File: src/rtl/bus_arb_pkg.sv
// rtl/bus_arb_pkg.sv - shared state encoding and widths for the bus select arbiter
package bus_arb_pkg;

    typedef enum logic [1:0] {
        ST_IDLE   = 2'd0,
        ST_SETUP  = 2'd1,
        ST_STROBE = 2'd2,
        ST_DONE   = 2'd3
    } state_t;

    localparam int REGION_W = 2;
    localparam int WAIT_W   = 4;

endpackage

File: src/rtl/sel_decoder_2to4.sv
// rtl/sel_decoder_2to4.sv - enable-gated active-low one-hot chip-select decode
module sel_decoder_2to4
    import bus_arb_pkg::*;
(
    input  logic                en,
    input  logic [REGION_W-1:0] region,
    output logic [3:0]          cs_n
);

    always_comb begin
        cs_n = 4'b1111;
        if (en) begin
            cs_n[region] = 1'b0;
        end
    end

endmodule

File: src/rtl/bus_select_arbiter.sv
// rtl/bus_select_arbiter.sv - two-requester bus arbiter and chip-select sequencer
// Optional: BUS_ARB_FIXED_PRIORITY_EN makes requester A win every tie.
module bus_select_arbiter
    import bus_arb_pkg::*;
#(
    parameter int ADDR_W      = 16,
    parameter int WAIT_STATES = 1
) (
    input  logic              clk,
    input  logic              rst_n,
    input  logic              req_a,
    input  logic              req_b,
    input  logic [ADDR_W-1:0] addr_a,
    input  logic [ADDR_W-1:0] addr_b,
    input  logic              rw_a,
    input  logic              rw_b,
    output logic              ack_a,
    output logic              ack_b,
    output logic              gnt_a,
    output logic              gnt_b,
    output logic [ADDR_W-1:0] bus_addr,
    output logic              bus_rw,
    output logic [3:0]        cs_n,
    output logic              busy
);

    localparam logic [WAIT_W-1:0] WAIT_LOAD = WAIT_W'(WAIT_STATES);

    state_t            state;
    state_t            state_nxt;
    logic              own_b;
    logic              pick_b;
    logic              any_req;
    logic              strobe_en;
    logic [WAIT_W-1:0] wait_cnt;

    assign any_req = req_a | req_b;

    // own_b doubles as the last-grant pointer: it is rewritten on every entry to SETUP
`ifdef BUS_ARB_FIXED_PRIORITY_EN
    assign pick_b = req_b & ~req_a;
`else
    assign pick_b = req_b & (~req_a | ~own_b);
`endif

    always_ff @(posedge clk) begin
        if (!rst_n) begin
            state <= ST_IDLE;
        end else begin
            state <= state_nxt;
        end
    end

    always_comb begin
        state_nxt = state;
        case (state)
            ST_IDLE:   if (any_req) state_nxt = ST_SETUP;
            ST_SETUP:  state_nxt = ST_STROBE;
            ST_STROBE: if (wait_cnt == '0) state_nxt = ST_DONE;
            ST_DONE:   state_nxt = ST_IDLE;
            default:   state_nxt = ST_IDLE;
        endcase
    end

    always_ff @(posedge clk) begin
        if (!rst_n) begin
            own_b    <= 1'b1;
            bus_addr <= '0;
            bus_rw   <= 1'b1;
            wait_cnt <= '0;
        end else begin
            if (state == ST_IDLE && any_req) begin
                own_b    <= pick_b;
                bus_addr <= pick_b ? addr_b : addr_a;
                bus_rw   <= pick_b ? rw_b : rw_a;
            end
            if (state == ST_SETUP) begin
                wait_cnt <= WAIT_LOAD;
            end else if (state == ST_STROBE && wait_cnt != '0) begin
                wait_cnt <= wait_cnt - 1'b1;
            end
        end
    end

    always_comb begin
        busy      = (state != ST_IDLE);
        gnt_a     = (state != ST_IDLE) & ~own_b;
        gnt_b     = (state != ST_IDLE) & own_b;
        ack_a     = (state == ST_DONE) & ~own_b;
        ack_b     = (state == ST_DONE) & own_b;
        strobe_en = (state == ST_STROBE);
    end

    sel_decoder_2to4 u_sel_decoder (
        .en     (strobe_en),
        .region (bus_addr[ADDR_W-1 -: REGION_W]),
        .cs_n   (cs_n)
    );

endmodule

File: config.mk
export PLATFORM = sky130hd
export DESIGN_NAME = bus_select_arbiter
export DESIGN_NICKNAME = d
export VERILOG_FILES = /design/src/rtl/bus_arb_pkg.sv /design/src/rtl/sel_decoder_2to4.sv /design/src/rtl/bus_select_arbiter.sv
export SDC_FILE = /design/constraint.sdc
export NUM_CORES = 1
export LEC_CHECK = 0
export CORE_UTILIZATION = 35
export CTS_BUF_LIST = sky130_fd_sc_hd__clkbuf_16
export DETAILED_ROUTE_END_ITERATION = 10
export PLACE_DENSITY = 0.76
export SYNTH_ARGS = -nofsm -noshare
export SYNTH_HDL_FRONTEND = slang
export SYNTH_SLANG_ARGS = --single-unit
File: constraint.sdc
create_clock -name clk -period 2.3 [get_ports clk]
set_input_delay 0.23 -clock clk [delete_from_list [all_inputs] [get_ports clk]]
set_output_delay 0.23 -clock clk [all_outputs]
set_load 0.005 [all_outputs]
==> summary.md, run 1 <==
| Metric | Value |
|---|---|
| YS warnings | `0` |
| Fin. max-slew vios | `0` |
| Crit-path cells | `inv_1 > ha_1 > or3b_2 > clkdlybuf4s50_1` |
| Worst Path Arrival | `1.76 ns` |
| Vias/cell | `5.04` |
| Net Count, Synth | `174` |
| Final Core Density | `0.618` |
| GRT overflow | `0` |
| Final hold vios | `0` |
| Stages on worst setup path | `4` |
| Total wire length | `3190 µm` |
| Critical setup path kind | `reg2out` |
| H-tree levels | `1` |
| Worst-Skew Late Latency | `0.26 ns` |
| Chip height | `60.5 µm` |
| Yosys cell types | `35` |
| CTS max path bufs | `2` |
| Power per cell area | `958 nW/µm²` |
| Die Span X | `~60 µm` |
| Critical-path maximum fanout | `4` |
| Hold depth | `2` |
| Final setup TNS | `0 ns` |
| Initial antenna violation count | `0` |
| Internal reg-to-reg setup slack | `about 0.7 ns` |
| CP endpoint | `cs_n[0]` |
| Tot Pwr | `about 1.9 mW` |
| Tightest Pin Transition | `roughly 0.29 ns` |
| EDFF count, synth | `0` |
| Hold crit path type | `reg2reg` |
| Global-route usage over all layers | `0.197` |
| Dpl ws | `0.581 ns` |
| Avg WL per Cell | `13.5 µm` |
| Share of cells above drive strength 1 | `0.0573` |
| Seq/Total Area, Yosys | `0.401` |
| GPL Wtd Cong | `approximately 0.69` |
| Startpoint types | `register` |
| Crit-path slowest cell | `clkdlybuf4s50_1` |
| Clk pin slew, worst setup/hold paths | `0.06 ns` |
| Port-buffer cells | `63` |
| Largest net degree at the start of global routing | `35` |
| Yosys top cell by area | `dfxtp_1` |
| WP data required | `2.07 ns` |
| CTS Buf Count | `3` |
| Row cnt | `20` |
| Non-filler instance count after layout | `approximately 240` |
| Final setup vio count | `0` |
| Nets | `237` |
| N_diodes | `0` |
| R2R Path Start | `wait_cnt[0]` |
| CP endpoint kind | `primary output` |
| Top Family by Delay on Critical Path | `buffers and inverters` |
| Antenna-violating nets left | `0` |
| DRC viols | `0` |
| Main area contributors after synthesis | `dfxtp_1, mux2i_1, a21oi_1` |
| Crit path launch | `state[0]` |
| Cts repair resizes | `0` |
| Async SR Flop Fraction | `0` |
| Buffers and inverters on the worst path | `2` |
| Max incr delay on CP | `around 0.45 ns` |
| Starting Density | `0.380` |
| Vias in the first global route | `1,200` |
| First-pass GRT wire length | `between 5000 and 6000 µm` |
| Status | `finished clean` |
| Main synth FF type | `dfxtp_1` |
| MaxCap Viol Count | `0` |
| Final critical-path required period | `1.99 ns` |
| Post-Syn Instances | `130` |
| Final worst slack | `0.307 ns` |
| Worst rel slew slack | `0.805` |
| Crit share post-route | `0.866` |
| FF+latch count, synth | `24` |
| Synth top cells by count | `dfxtp_1, a21oi_1, mux2i_1` |
| Synthesized area | `1200 µm²` |
| RSZ-0062 raised after global routing | `no` |
| Area growth, synth to finish | `62.8%` |
| Maximum clock rate | `502 MHz` |
| Initial drt markers | `22` |
| Clk root buf | `clkbuf_16` |
| Via count of the routed design | `1,189` |
| Setup repair bufs after CTS | `0` |
| Pre-antenna DRT Iters | `4` |
| Die Footprint | `3660 µm²` |
| Cts hold-fix bufs | `0` |
| Count leader, synth | `dfxtp_1` |
| Inst Count DP | `approximately 230` |
| Syn avg cell area | `9.21 µm²` |
| Top cell type's share of synthesized area | `0.401` |
| P_leak | `0.762 nW` |
| Clk_skew | `0.00184 ns` |
| CTS sink count | `24` |
| CTS tree | `yes` |
| Hpwl dp | `between 2000 and 2500 µm` |
| Reg2reg end | `wait_cnt[0]` |
| Peak VDD IR | `between 0.0006 and 0.0007 V` |
| I/O pin cnt | `64` |
| Worst R2R Path Depth | `5` |
| CORE AREA | `3150 µm²` |
==> cells by family (layout without fill, tap and decap cells) <==
logic type                 count (synthesis)  count (layout)  share of synthesized area
AOI/OAI and AO/OA                         46              46                      0.218
DFF                                       24              24                      0.401
and+or+nand+nor                           20              20                      0.102
muxes                                     18              18                      0.150
buffers and inverters                     15              77                     0.0575
adders and majority gates                  6               6                     0.0627
xor gates and xnor gates                   1               1                    0.00732
==> final cells by class <==
class                           instances  area [µm²]
Sequential cell                        24         480
Tap cell                               44        55.1
Clock inverter                          1        3.75
Multi-Input combinational cell         91         652
Clock buffer                            3        75.1
Timing Repair Buffer                   67         661
Inverter                                6        22.5
Fill cell                             276        1200
==> worst reg2reg max path: cells and delay by family (launching register included) <==
family          cells  cell delay [ns]
buf+inv             1             0.06
compound gates      1             0.33
fa+ha+maj           1             0.16
simple gates        2             0.62
flops               1             0.33
==> flip-flops by register name, summed over array words and instances, names as in the netlist <==
register	count
state	2
bus_addr	16
bus_rw	1
own_b	1
wait_cnt	4
==> worst min-delay path by stage <==
stage | startpoint | endpoint | slack (ns)
after detailed placement | state[1] | state[1] | 0.51
after floorplan | rst_n | wait_cnt[0] | 0.38
after global placement | state[1] | state[1] | 0.49
after global routing | state[1] | state[1] | 0.56
final | state[1] | state[1] | 0.51
after CTS | state[1] | state[1] | 0.52
==> cell usage in the layout, fill, tap and decap left out <==
cell type | netlist | routed
nand2_1 | 2 | 2
or3b_1 | 1 | 1
o211ai_1 | 1 | 1
a21boi_2 | 0 | 1
a41o_2 | 1 | 1
inv_1 | 6 | 6
nor2_1 | 3 | 3
ha_1 | 6 | 6
a21o_2 | 1 | 1
nand2b_1 | 1 | 1
nand3b_1 | 2 | 2
a211o_1 | 1 | 1
and3_1 | 2 | 2
xor2_1 | 1 | 1
nand3_1 | 1 | 1
a211oi_1 | 1 | 1
nor3b_1 | 2 | 2
and2_1 | 1 | 1
nor2b_1 | 2 | 2
o31ai_1 | 1 | 1
or3b_2 | 1 | 1
clkdlybuf4s50_1 | 0 | 63
clkinv_1 | 0 | 1
a311oi_1 | 1 | 1
o21a_1 | 1 | 1
nand4b_1 | 1 | 1
a31oi_1 | 1 | 1
mux2i_1 | 18 | 18
clkbuf_16 | 0 | 3
a21oi_1 | 19 | 19
buf_4 | 1 | 4
dfxtp_1 | 24 | 24
nor3_1 | 1 | 1
o21ai_0 | 17 | 17
==> power by group <==
part	switching (mW)	total, mW	internal (mW)
logic	0.370	0.846	0.476
clock network	0.144	0.377	0.232
registers	0.0973	0.645	0.548
==> per-layer routing <==
| layer | global-route usage | share of wire |
|---|---|---|
| met1 | 0.204 | 0.39 |
| met3 | 0.0959 | 0.11 |
| met4 | 0.0877 | 0.022 |
| met5 | 0 | 0 |
| met2 | 0.338 | 0.48 |
==> through the flow <==
step                hold slack, ns  area, µm²
floorplan                    0.376       1200
finish                       0.514       1950
global placement             0.487       1870
global route                 0.558       1950
CTS                          0.519       1950
detailed placement           0.510       1870
No activity file was read; power rests on OpenSTA's default activity.
==> run 2: changes to the inputs <==
- SLEW_MARGIN: default -> 20
==> results of run 2 <==
Same layout as run 1: the final DEF is identical, and so are final timing and power.
==> run 3: changes to the inputs <==
--- a/config.mk
+++ b/config.mk
@@ -7,6 +7,6 @@
 export LEC_CHECK = 0
-export CORE_UTILIZATION = 35
+export CORE_UTILIZATION = 38
 export CTS_BUF_LIST = sky130_fd_sc_hd__clkbuf_16
 export DETAILED_ROUTE_END_ITERATION = 10
-export PLACE_DENSITY = 0.76
+export PLACE_DENSITY = 0.81
 export SLEW_MARGIN = 20
--- a/constraint.sdc
+++ b/constraint.sdc
@@ -3,2 +3,2 @@
 set_output_delay 0.23 -clock clk [all_outputs]
-set_load 0.005 [all_outputs]
+set_load 0.02 [all_outputs]
==> run 3 against run 2 <==
Global-route usage up 0.35 points; sequential cell count unchanged; critical path type unchanged; maximum frequency down 6.0%; first-iteration DRC count rose to 2.7 times the previous value; register-to-register slack better by 0.03 ns; via count down 0.50%.
==> summary.md, run 3 (same netlist as run 1, synthesis figures left out) <==
| Metric | Value |
|---|---|
| Tightest Pin Transition | `0.317 ns (was 0.292 ns)` |
| Final setup vio count | `0 (unchanged)` |
| Avg WL per Cell | `13.6 µm (was 13.5 µm)` |
| Starting Density | `0.395 (was 0.380)` |
| Worst Hold Path EP | `state[1] (unchanged)` |
| Biggest registers after layout | `bus_addr (16), wait_cnt (4), state (2) (unchanged)` |
| Final setup TNS | `0 ns (unchanged)` |
| CTS sink count | `24 (unchanged)` |
| Tot Pwr | `2.15 mW (was 1.87 mW)` |
| R2R Path Start | `wait_cnt[0] (unchanged)` |
| Worst rel slew slack | `0.788 (was 0.805)` |
| CP endpoint kind | `primary output (unchanged)` |
| GPL Wtd Cong | `0.742 (was 0.687)` |
| Row cnt | `20 (unchanged)` |
| Setup repair bufs after CTS | `0 (unchanged)` |
| MaxCap Viol Count | `0 (unchanged)` |
| Hpwl dp | `2370 µm (was 2390 µm)` |
| Status | `finished clean (unchanged)` |
| Vias in the first global route | `1,107 (was 1,200)` |
| Clk pin slew, worst setup/hold paths | `0.07 ns (was 0.06 ns)` |
| Leading cell type in the layout, fill and taps excluded | `clkdlybuf4s50_1 (unchanged)` |
| N_diodes | `0 (unchanged)` |
| CTS tree | `yes (unchanged)` |
| Startpoint types | `register (unchanged)` |
| Cts hold-fix bufs | `0 (unchanged)` |
| Inst Count DP | `232 (unchanged)` |
| Vias/cell | `5.01 (was 5.04)` |
| Commonest non-fill, non-tap cells in the layout | `clkdlybuf4s50_1, dfxtp_1, a21oi_1, mux2i_1, o21ai_0 (unchanged)` |
| Worst R2R Path Depth | `5 (unchanged)` |
| Nets | `237 (unchanged)` |
| Cts repair resizes | `0 (unchanged)` |
| Critical-path maximum fanout | `4 (unchanged)` |
| Power per cell area | `1090 nW/µm² (was 958 nW/µm²)` |
| Pre-antenna DRT Iters | `4 (unchanged)` |
| Dpl ws | `0.460 ns (was 0.581 ns)` |
| Final worst slack | `0.180 ns (was 0.307 ns)` |
| Final critical-path required period | `2.12 ns (was 1.99 ns)` |
| Hold depth | `2 (unchanged)` |
| I/O pin cnt | `64 (unchanged)` |
| Fin. max-slew vios | `0 (unchanged)` |
| CTS Buf Count | `3 (unchanged)` |
| Final hold vios | `0 (unchanged)` |
| Largest net degree at the start of global routing | `35 (unchanged)` |
| Clk_skew | `0.00448 ns (was 0.00184 ns)` |
| First-pass GRT wire length | `5070 µm (was 5220 µm)` |
| Multi-input combinational cell area | `652 µm² (unchanged)` |
| Global-route usage over all layers | `0.201 (was 0.197)` |
| Max FFs per register | `16 (unchanged)` |
| Area growth, synth to finish | `65.0% (was 62.8%)` |
| Worst hold path startpoint | `state[1] (unchanged)` |
| DRC viols | `0 (unchanged)` |
| Final Core Density | `0.652 (was 0.618)` |
| Post-route cell area | `1980 µm² (was 1950 µm²)` |
| Chip height | `58.1 µm (was 60.5 µm)` |
| Non-filler instance count after layout | `236 (unchanged)` |
| Die Footprint | `3380 µm² (was 3660 µm²)` |
| Worst-Skew Late Latency | `0.26 ns (about the same)` |
| Worst Path Arrival | `1.89 ns (was 1.76 ns)` |
| Share of cells above drive strength 1 | `0.0625 (was 0.0573)` |
| Fillers | `245 (was 276)` |
| WP data required | `2.07 ns (about the same)` |
| Reg area | `480 µm² (unchanged)` |
| GRT overflow | `0 (unchanged)` |
| Peak VDD IR | `0.000519 V (was 0.000628 V)` |
| P_leak | `0.775 nW (was 0.762 nW)` |
| Crit share post-route | `0.922 (was 0.866)` |
| Initial drt markers | `59 (was 22)` |
| Area post-placement | `1870 µm² (unchanged)` |
| Via count of the routed design | `1,183 (was 1,189)` |
| Hold WS | `0.509 ns (was 0.514 ns)` |
| Hold crit path type | `reg2reg (unchanged)` |
| Critical setup path kind | `reg2out (unchanged)` |
| H-tree levels | `1 (unchanged)` |
| Total wire length | `3210 µm (was 3190 µm)` |
| Internal reg-to-reg setup slack | `0.72 ns (was 0.69 ns)` |
| Clk root buf | `clkbuf_16 (unchanged)` |
| CTS max path bufs | `2 (unchanged)` |
| Antenna-violating nets left | `0 (unchanged)` |
| Reg2reg end | `wait_cnt[0] (unchanged)` |
| RSZ-0062 raised after global routing | `no (unchanged)` |
| Port-buffer cells | `63 (unchanged)` |
| Most flops, register | `bus_addr (unchanged)` |
| CORE AREA | `3030 µm² (was 3150 µm²)` |
| Initial antenna violation count | `0 (unchanged)` |
| Maximum clock rate | `472 MHz (was 502 MHz)` |
| Die Span X | `58.1 µm (was 60.5 µm)` |
-- run 3: critical path: stages (launching register included) --
cell             delay, ns
dfxtp_1               0.33
inv_1                 0.12
ha_1                  0.18
or3b_2                0.44
clkdlybuf4s50_1       0.55
-- run 3: final cells by class --
type | instances | share of cell area
well taps | 44 | 0.0279
clock inverters | 1 | 0.0152
clock buffers | 3 | 0.0380
flip-flops and latches | 24 | 0.243
multi-input cells | 91 | 0.330
inverters | 6 | 0.0114
repair buffers | 67 | 0.334
-- run 3: how the worst max path moves through the flow --
stage          slack [ns]  cells past startpoint          end         from
6_report             0.18                      4      cs_n[0]     state[0]
3_5_place_dp         0.46                      4      cs_n[0]     state[0]
3_3_place_gp         0.50                      4      cs_n[0]     state[0]
4_1_cts              0.17                      4      cs_n[0]     state[0]
5_1_grt              0.13                      4      cs_n[0]     state[0]
2_1_floorplan        0.80                      6  wait_cnt[0]  wait_cnt[0]
-- run 3: routing by layer --
layer | vias up | global-route usage | part of all wire
met5 | - | 0 | 0
met4 | 0 | 0.0782 | 0.016
met3 | 4 | 0.0558 | 0.042
met2 | 34 | 0.366 | 0.53
met1 | 548 | 0.218 | 0.41
li1 | 597 | - | -
-- run 3: where the power goes --
| group | switching [mW] | internal (mW) | leakage [nW] |
|---|---|---|---|
| combinational | 0.525 | 0.479 | 0.525 |
| sequential | 0.0935 | 0.548 | 0.199 |
| clock | 0.161 | 0.347 | 0.0511 |
